**config.mk**
```make
export PLATFORM = sky130hd
export DESIGN_NAME = aes_core_ctrl_flat
export DESIGN_NICKNAME = d
export VERILOG_FILES = /design/src/rtl/aes_core_ctrl_if.sv /design/src/rtl/aes_core_ctrl.sv /design/src/flat_wrapper.sv
export SDC_FILE = /design/constraint.sdc
export NUM_CORES = 2
export LEC_CHECK = 0
export BUFFER_PORTS_ARGS = -buffer_cell sky130_fd_sc_hd__buf_2
export CAP_MARGIN = 30
export CORE_AREA = 2 2 254 256
export DETAILED_ROUTE_END_ITERATION = 10
export DIE_AREA = 0 0 256 258
export HOLD_SLACK_MARGIN = 0.06
export PLACE_DENSITY = 0.73
export SYNTH_ARGS = -nofsm -noshare
export SYNTH_HDL_FRONTEND = slang
export SYNTH_SLANG_ARGS = --single-unit
```
**constraint.sdc**
```tcl
create_clock -name clk_main_a0 -period 3.54 [get_ports clk_main_a0]
set_input_delay 0.177 -clock clk_main_a0 [delete_from_list [all_inputs] [get_ports clk_main_a0]]
set_output_delay 0.177 -clock clk_main_a0 [all_outputs]
set_load 0.01 [all_outputs]
```
**src/rtl/aes_core_ctrl_if.sv**
```systemverilog
// Register bus between a host and aes_core_ctrl: independent write and read request/ack channels.
interface aes_core_ctrl_if;
    logic        wr_valid;
    logic [31:0] wr_addr;
    logic [31:0] wr_data;
    logic        wr_ack;
    logic        rd_valid;
    logic [31:0] rd_addr;
    logic        rd_ack;
    logic [31:0] rd_data;

    modport master (
        output wr_valid, wr_addr, wr_data, rd_valid, rd_addr,
        input  wr_ack, rd_ack, rd_data
    );

    modport slave (
        input  wr_valid, wr_addr, wr_data, rd_valid, rd_addr,
        output wr_ack, rd_ack, rd_data
    );
endinterface

```
**src/rtl/aes_core_ctrl.sv**
```systemverilog
// Register-mapped controller for a fixed-latency aes_256 core: key/plaintext staging, run sequencing,
// ciphertext capture and status. Completion irq is generated only when AES_CORE_CTRL_IRQ_EN is defined.
module aes_core_ctrl #(
    parameter int unsigned AES_LATENCY = 29,
    parameter logic [31:0] ERR_RDATA   = 32'hDEAD_BEEF
) (
    input  logic           clk_main_a0,
    input  logic           rst_main,
    aes_core_ctrl_if.slave bus,
    output logic [255:0]   aes_key,
    output logic [127:0]   aes_state,
    input  logic [127:0]   aes_out,
    output logic           busy,
    output logic           irq
);
    localparam int unsigned      CNT_W    = (AES_LATENCY > 2) ? $clog2(AES_LATENCY) : 1;
    localparam logic [CNT_W-1:0] CNT_LOAD = CNT_W'(AES_LATENCY - 1);

    typedef enum logic [1:0] {IDLE, RUN, CAPTURE} state_t;

    state_t           state_q, state_d;
    logic [CNT_W-1:0] cnt_q;
    logic [255:0]     key_q;
    logic [127:0]     pt_q, ct_q;
    logic [31:0]      run_cnt_q;
    logic             done_q, err_q;
    logic             wr_ack_q, rd_ack_q;
    logic [31:0]      rd_data_q, rd_mux;
    logic             wr_acc, rd_acc, ctrl_wr, start_req, key_sel, pt_sel, discard;

    assign wr_acc    = bus.wr_valid & ~wr_ack_q;
    assign rd_acc    = bus.rd_valid & ~rd_ack_q;
    assign ctrl_wr   = wr_acc && (bus.wr_addr == 32'h0);
    assign start_req = ctrl_wr & bus.wr_data[0];
    assign key_sel   = (bus.wr_addr >= 32'h10) && (bus.wr_addr <= 32'h2C) && (bus.wr_addr[1:0] == 2'b00);
    assign pt_sel    = (bus.wr_addr >= 32'h30) && (bus.wr_addr <= 32'h3C) && (bus.wr_addr[1:0] == 2'b00);
    assign busy      = (state_q != IDLE);
    // Anything that could disturb the core inputs or restart a run is refused while busy.
    assign discard   = busy & (start_req | (wr_acc & (key_sel | pt_sel)));

    always_ff @(posedge clk_main_a0) begin
        if (rst_main) state_q <= IDLE;
        else          state_q <= state_d;
    end

    always_comb begin
        state_d = state_q;
        case (state_q)
            IDLE:    if (start_req) state_d = RUN;
            RUN:     if (cnt_q == '0) state_d = CAPTURE;
            CAPTURE: state_d = IDLE;
            default: state_d = IDLE;
        endcase
    end

    always_comb begin
        rd_mux = ERR_RDATA;
        if (bus.rd_addr == 32'h00) rd_mux = '0;
        if (bus.rd_addr == 32'h04) rd_mux = {29'd0, err_q, done_q, busy};
        if (bus.rd_addr == 32'h50) rd_mux = run_cnt_q;
        for (int unsigned i = 0; i < 8; i++)
            if (bus.rd_addr == 32'h10 + 4 * i) rd_mux = key_q[32*i +: 32];
        for (int unsigned i = 0; i < 4; i++) begin
            if (bus.rd_addr == 32'h30 + 4 * i) rd_mux = pt_q[32*i +: 32];
            if (bus.rd_addr == 32'h40 + 4 * i) rd_mux = ct_q[32*i +: 32];
        end
    end

    always_ff @(posedge clk_main_a0) begin
        if (rst_main) begin
            cnt_q     <= '0;
            key_q     <= '0;
            pt_q      <= '0;
            ct_q      <= '0;
            run_cnt_q <= '0;
            done_q    <= 1'b0;
            err_q     <= 1'b0;
            wr_ack_q  <= 1'b0;
            rd_ack_q  <= 1'b0;
            rd_data_q <= '0;
        end else begin
            wr_ack_q  <= wr_acc;
            rd_ack_q  <= rd_acc;
            rd_data_q <= rd_acc ? rd_mux : '0;

            if (state_q == IDLE && start_req) cnt_q <= CNT_LOAD;
            else if (state_q == RUN)          cnt_q <= cnt_q - CNT_W'(1);

            if (wr_acc && !busy) begin
                for (int unsigned i = 0; i < 8; i++)
                    if (bus.wr_addr == 32'h10 + 4 * i) key_q[32*i +: 32] <= bus.wr_data;
                for (int unsigned i = 0; i < 4; i++)
                    if (bus.wr_addr == 32'h30 + 4 * i) pt_q[32*i +: 32] <= bus.wr_data;
            end

            // Capture wins over a CLR_DONE landing in the same cycle.
            if (state_q == CAPTURE) begin
                ct_q      <= aes_out;
                run_cnt_q <= run_cnt_q + 32'd1;
                done_q    <= 1'b1;
            end else if (ctrl_wr && bus.wr_data[1]) begin
                done_q <= 1'b0;
            end

            if (discard)                      err_q <= 1'b1;
            else if (ctrl_wr && bus.wr_data[2]) err_q <= 1'b0;
        end
    end

    assign aes_key     = key_q;
    assign aes_state   = pt_q;
    assign bus.wr_ack  = wr_ack_q;
    assign bus.rd_ack  = rd_ack_q;
    assign bus.rd_data = rd_data_q;

`ifdef AES_CORE_CTRL_IRQ_EN
    logic irq_q;

    always_ff @(posedge clk_main_a0) begin
        if (rst_main) irq_q <= 1'b0;
        else          irq_q <= (state_q == CAPTURE);
    end

    assign irq = irq_q;
`else
    assign irq = 1'b0;
`endif
endmodule
```
**src/flat_wrapper.sv**
```systemverilog
// flat-port wrapper written by rule: the top's interface ports become plain ports
module aes_core_ctrl_flat 
#(
    parameter int unsigned AES_LATENCY = 29,
    parameter logic [31:0] ERR_RDATA   = 32'hDEAD_BEEF
)
  (clk_main_a0, rst_main, aes_key, aes_state, aes_out, busy, irq, bus_wr_valid, bus_wr_addr, bus_wr_data, bus_rd_valid, bus_rd_addr, bus_wr_ack, bus_rd_ack, bus_rd_data);
  aes_core_ctrl_if bus_i ();
  input  logic clk_main_a0;
  input  logic rst_main;
  output logic [255:0] aes_key;
  output logic [127:0] aes_state;
  input  logic [127:0] aes_out;
  output logic busy;
  output logic irq;
  input wire logic [$bits(bus_i.wr_valid)-1:0] bus_wr_valid;
  input wire logic [$bits(bus_i.wr_addr)-1:0] bus_wr_addr;
  input wire logic [$bits(bus_i.wr_data)-1:0] bus_wr_data;
  input wire logic [$bits(bus_i.rd_valid)-1:0] bus_rd_valid;
  input wire logic [$bits(bus_i.rd_addr)-1:0] bus_rd_addr;
  output wire logic [$bits(bus_i.wr_ack)-1:0] bus_wr_ack;
  output wire logic [$bits(bus_i.rd_ack)-1:0] bus_rd_ack;
  output wire logic [$bits(bus_i.rd_data)-1:0] bus_rd_data;
  assign bus_i.wr_valid = bus_wr_valid;
  assign bus_i.wr_addr = bus_wr_addr;
  assign bus_i.wr_data = bus_wr_data;
  assign bus_i.rd_valid = bus_rd_valid;
  assign bus_i.rd_addr = bus_rd_addr;
  assign bus_wr_ack = bus_i.wr_ack;
  assign bus_rd_ack = bus_i.rd_ack;
  assign bus_rd_data = bus_i.rd_data;
  aes_core_ctrl #(.AES_LATENCY(AES_LATENCY), .ERR_RDATA(ERR_RDATA)) u_core (.clk_main_a0(clk_main_a0), .rst_main(rst_main), .bus(bus_i), .aes_key(aes_key), .aes_state(aes_state), .aes_out(aes_out), .busy(busy), .irq(irq));
endmodule
```
==> impl_metrics.json <==
{
  "synth_compound_area_share_pct": 20.7,
  "vias_per_cell": 6.00,
  "grt_start_max_net_pins": 151,
  "rows": 93,
  "max_freq_mhz": 344,
  "vias": 29312,
  "start_util_pct": 39.3,
  "ir_drop_v": 0.000251,
  "num_io_pins": 648,
  "cts_buffer_depth": 3,
  "slew_headroom_pct": 29.0,
  "syn-cell-area_sq_mm": 0.0250,
  "gp_congestion": 1.04,
  "cts_buffers": 66,
  "tightest_slew_ns": 1.06,
  "p_total_mw": 14.4,
  "initialDrtViolationCount": 4662,
  "grt_pass1_wl_mm": 195,
  "place_area_sq_mm": 0.0291,
  "setup_viol_count_final": 0,
  "io_buffers": 646,
  "stdcell_area_sq_mm": 0.0329,
  "cts.sinks": 587,
  "critPathLaunchType": "input port",
  "die_width_um": 256,
  "root_buffer": "clkbuf_16",
  "synth_nets": 3510,
  "synth_edf_count": 0,
  "period_minus_slack_ns": 2.91,
  "globalRouteTotalUtil_pct": 40.0,
  "arrival_ns": 3.41,
  "synthTopCellsByCount": "nand2_1 (991), dfxtp_1 (587), a21oi_1 (552)",
  "powerDensity_mw_per_mm2": 438,
  "dr.pass1.iters": 7,
  "synthXorXnorAreaFrac_pct": 0.946,
  "async_flop_share_pct": 0,
  "r2r_cells": 7,
  "core_area_sq_mm": 0.0636,
  "cts_resized": 0,
  "hpwl_mm": 99.7,
  "worst_setup_path_end_kind": "flop",
  "rsz0062_at_grt": "false",
  "synth_top_family_by_area": "simple AND/OR/NAND/NOR gates",
  "leakagePower_nw": 13.4,
  "synth-simple-area-share_pct": 23.3,
  "syn_avg_cell_area_sq_um": 7.63,
  "ys_top_cells_by_area": "dfxtp_1 (47%), nand2_1 (15%), a21oi_1 (11%)",
  "pwr-share-clk_pct": 48.6,
  "antenna_found_initial": 5,
  "critPathMaxFanout": 21,
  "h-tree-depth": 3,
  "clk_pin_slew_ns": 0.06,
  "synthToLayoutAreaGrowth_pct": 31.5,
  "drive_above_1_share_pct": 22.3,
  "critPathSlowestCell": "a2111oi_0",
  "fin_skew_ns": 0.0156,
  "hold_viol": 0,
  "yosysSeqAreaShare_pct": 47.0,
  "min_path_type": "input port to flop",
  "drc": 0,
  "yosysMostFrequentCell": "nand2_1",
  "yosys.area_share.adder_pct": 0.150,
  "nets": 4216,
  "synth_top_area_share_pct": 47.0,
  "yosys.cell_types.count": 72,
  "crit_required_ns": 4.04,
  "worst_path_most_repeated_cell": "buf_4",
  "ys_ff_latch": 587,
  "synthMuxAreaShare_pct": 3.07,
  "ys.flop_type": "dfxtp_1",
  "hold_path_depth": 5,
  "critPathKind": "input port to flop",
  "slowest_delay_ns": 0.81,
  "ant_nets": 0,
  "dieArea_sq_mm": 0.0660,
  "grt_pass1_vias": 27065,
  "synth_top_cell_by_area": "dfxtp_1",
  "pwr-share-seq_pct": 46.0,
  "p_int_mw": 11.0,
  "wl_per_cell_um": 28.3,
  "overflow": 0,
  "pwr-share-comb_pct": 5.4,
  "tritoncts": "built",
  "post-route-period-util_pct": 82.1,
  "power.switching_mw": 3.39,
  "clock_latency_ns": 0.62,
  "tns_ns": 0,
  "netlist_instances": 3279,
  "outcome": "finished, final reports clean",
  "yosys_warnings": 0,
  "timing.critical_path.cells": "buf_2, buf_4, nor3_1, o211ai_1, buf_4, a21oi_1, nor4_1, a2111oi_0, buf_4, nor2_1, o21ai_1, o21ai_0",
  "sw_frac_of_total_pct": 23.5,
  "maxSlewViolCount": 0,
  "die_height_um": 258,
  "max_cap_violations": 0,
  "wirelength_mm": 138
}
==> flip-flops by register name, summed over array words and instances (netlist names) <==
register / flops
u_core.cnt_q: 5
u_core.state_q: 2
u_core.bus.rd_ack: 1
u_core.aes_state: 128
u_core.ct_q: 128
u_core.err_q: 1
u_core.aes_key: 256
u_core.bus.rd_data: 32
u_core.run_cnt_q: 32
u_core.done_q: 1
u_core.bus.wr_ack: 1
==> routing by layer <==
layer / wire length, um / up-vias / global-route usage, %
li1: - / 12676 / -
met4: 8620 / 8 / 21.8
met5: 46 / - / 0
met3: 18700 / 486 / 13.0
met1: 51300 / 13701 / 49.8
met2: 59400 / 2441 / 61.4
==> critical path: cells and delay by family <==
kind	cells	cell delay (ns)
buffers and inverters	4	1.02
AO/OA/AOI/OAI	5	1.54
AND/OR/NAND/NOR	3	0.66
==> power groups by stage <==
| stage | clock (mW) | sequential (mW) | combinational [mW] |
|---|---|---|---|
| 6_report | 7.01 | 6.63 | 0.771 |
| 3_5_place_dp | 0 | 6.78 | 0.594 |
| 4_1_cts | 7.01 | 6.63 | 0.734 |
| 5_1_grt | 7.27 | 6.63 | 0.791 |
| 2_1_floorplan | 0 | 6.78 | 0.251 |
| 3_3_place_gp | 0 | 6.78 | 0.592 |
==> metrics by stage <==
| stage | hold slack [ns] | std cells | setup WS (ns) | utilization (%) |
|---|---|---|---|---|
| floorplan | 0.313 | 3279 | 1.23 | - |
| global placement | 0.424 | 4613 | 0.323 | 45.8 |
| detailed placement | 0.427 | 4613 | 0.250 | 45.8 |
| CTS | 0.0646 | 4883 | 0.843 | 51.6 |
| global route | 0.0770 | 4883 | 0.428 | 51.6 |
| finish | 0.0886 | 4884 | 0.633 | 51.6 |
==> placed cells by master (no fill, tap or decap), drive strengths merged, types with 8 or more instances in the layout <==
master / instances
nand3: 40
xor2: 13
or3: 17
mux2i: 70
o21ai: 96
a22oi: 23
clkbuf: 98
a211oi: 19
o221ai: 31
dlygate4sd3: 159
a221oi: 22
nand2: 991
nor4: 26
nor2b: 11
o211ai: 8
inv: 14
nor3: 38
a21oi: 552
buf: 761
xnor2: 14
a2111oi: 13
o22ai: 96
nor2: 193
nand4: 16
dfxtp: 587
==> repair_timing <==
action,CTS,global route
endpoints found under the setup margin,0,0
setup buffers,0,0
hold buffers,159,0
hold endpoints to repair,425,0
==> area by class of cell <==
cell class / instances / area [sq um]
Multi-Input combinational cell: 2397 / 12100
Sequential cell: 587 / 11800
Clock inverter: 13 / 153
Tap cell: 855 / 1070
Inverter: 13 / 48.8
Antenna cell: 1 / 2.50
Timing Repair Buffer: 920 / 5760
Fill cell: 6115 / 30800
Clock buffer: 98 / 2000
==> worst paths after layout <==
check	start	to	slack [ns]
worst min register to register	u_core.ct_q[2]	u_core.ct_q[2]	0.45
worst max-delay path	bus_rd_addr[3]	u_core.bus.rd_data[13]	0.63
worst min-delay path	bus_wr_addr[4]	u_core.err_q	0.09
worst max register to register	u_core.run_cnt_q[4]	u_core.run_cnt_q[25]	0.76
==> cells by family after synthesis <==
group,after synthesis
buffers and inverters,295
XOR/XNOR,27
AND/OR/NAND/NOR,1386
flip-flops,587
other,1
AO/OA/AOI/OAI,904
multiplexers,76
adder cells (fa/ha/maj),3
No activity file was read; power rests on OpenSTA's default activity.
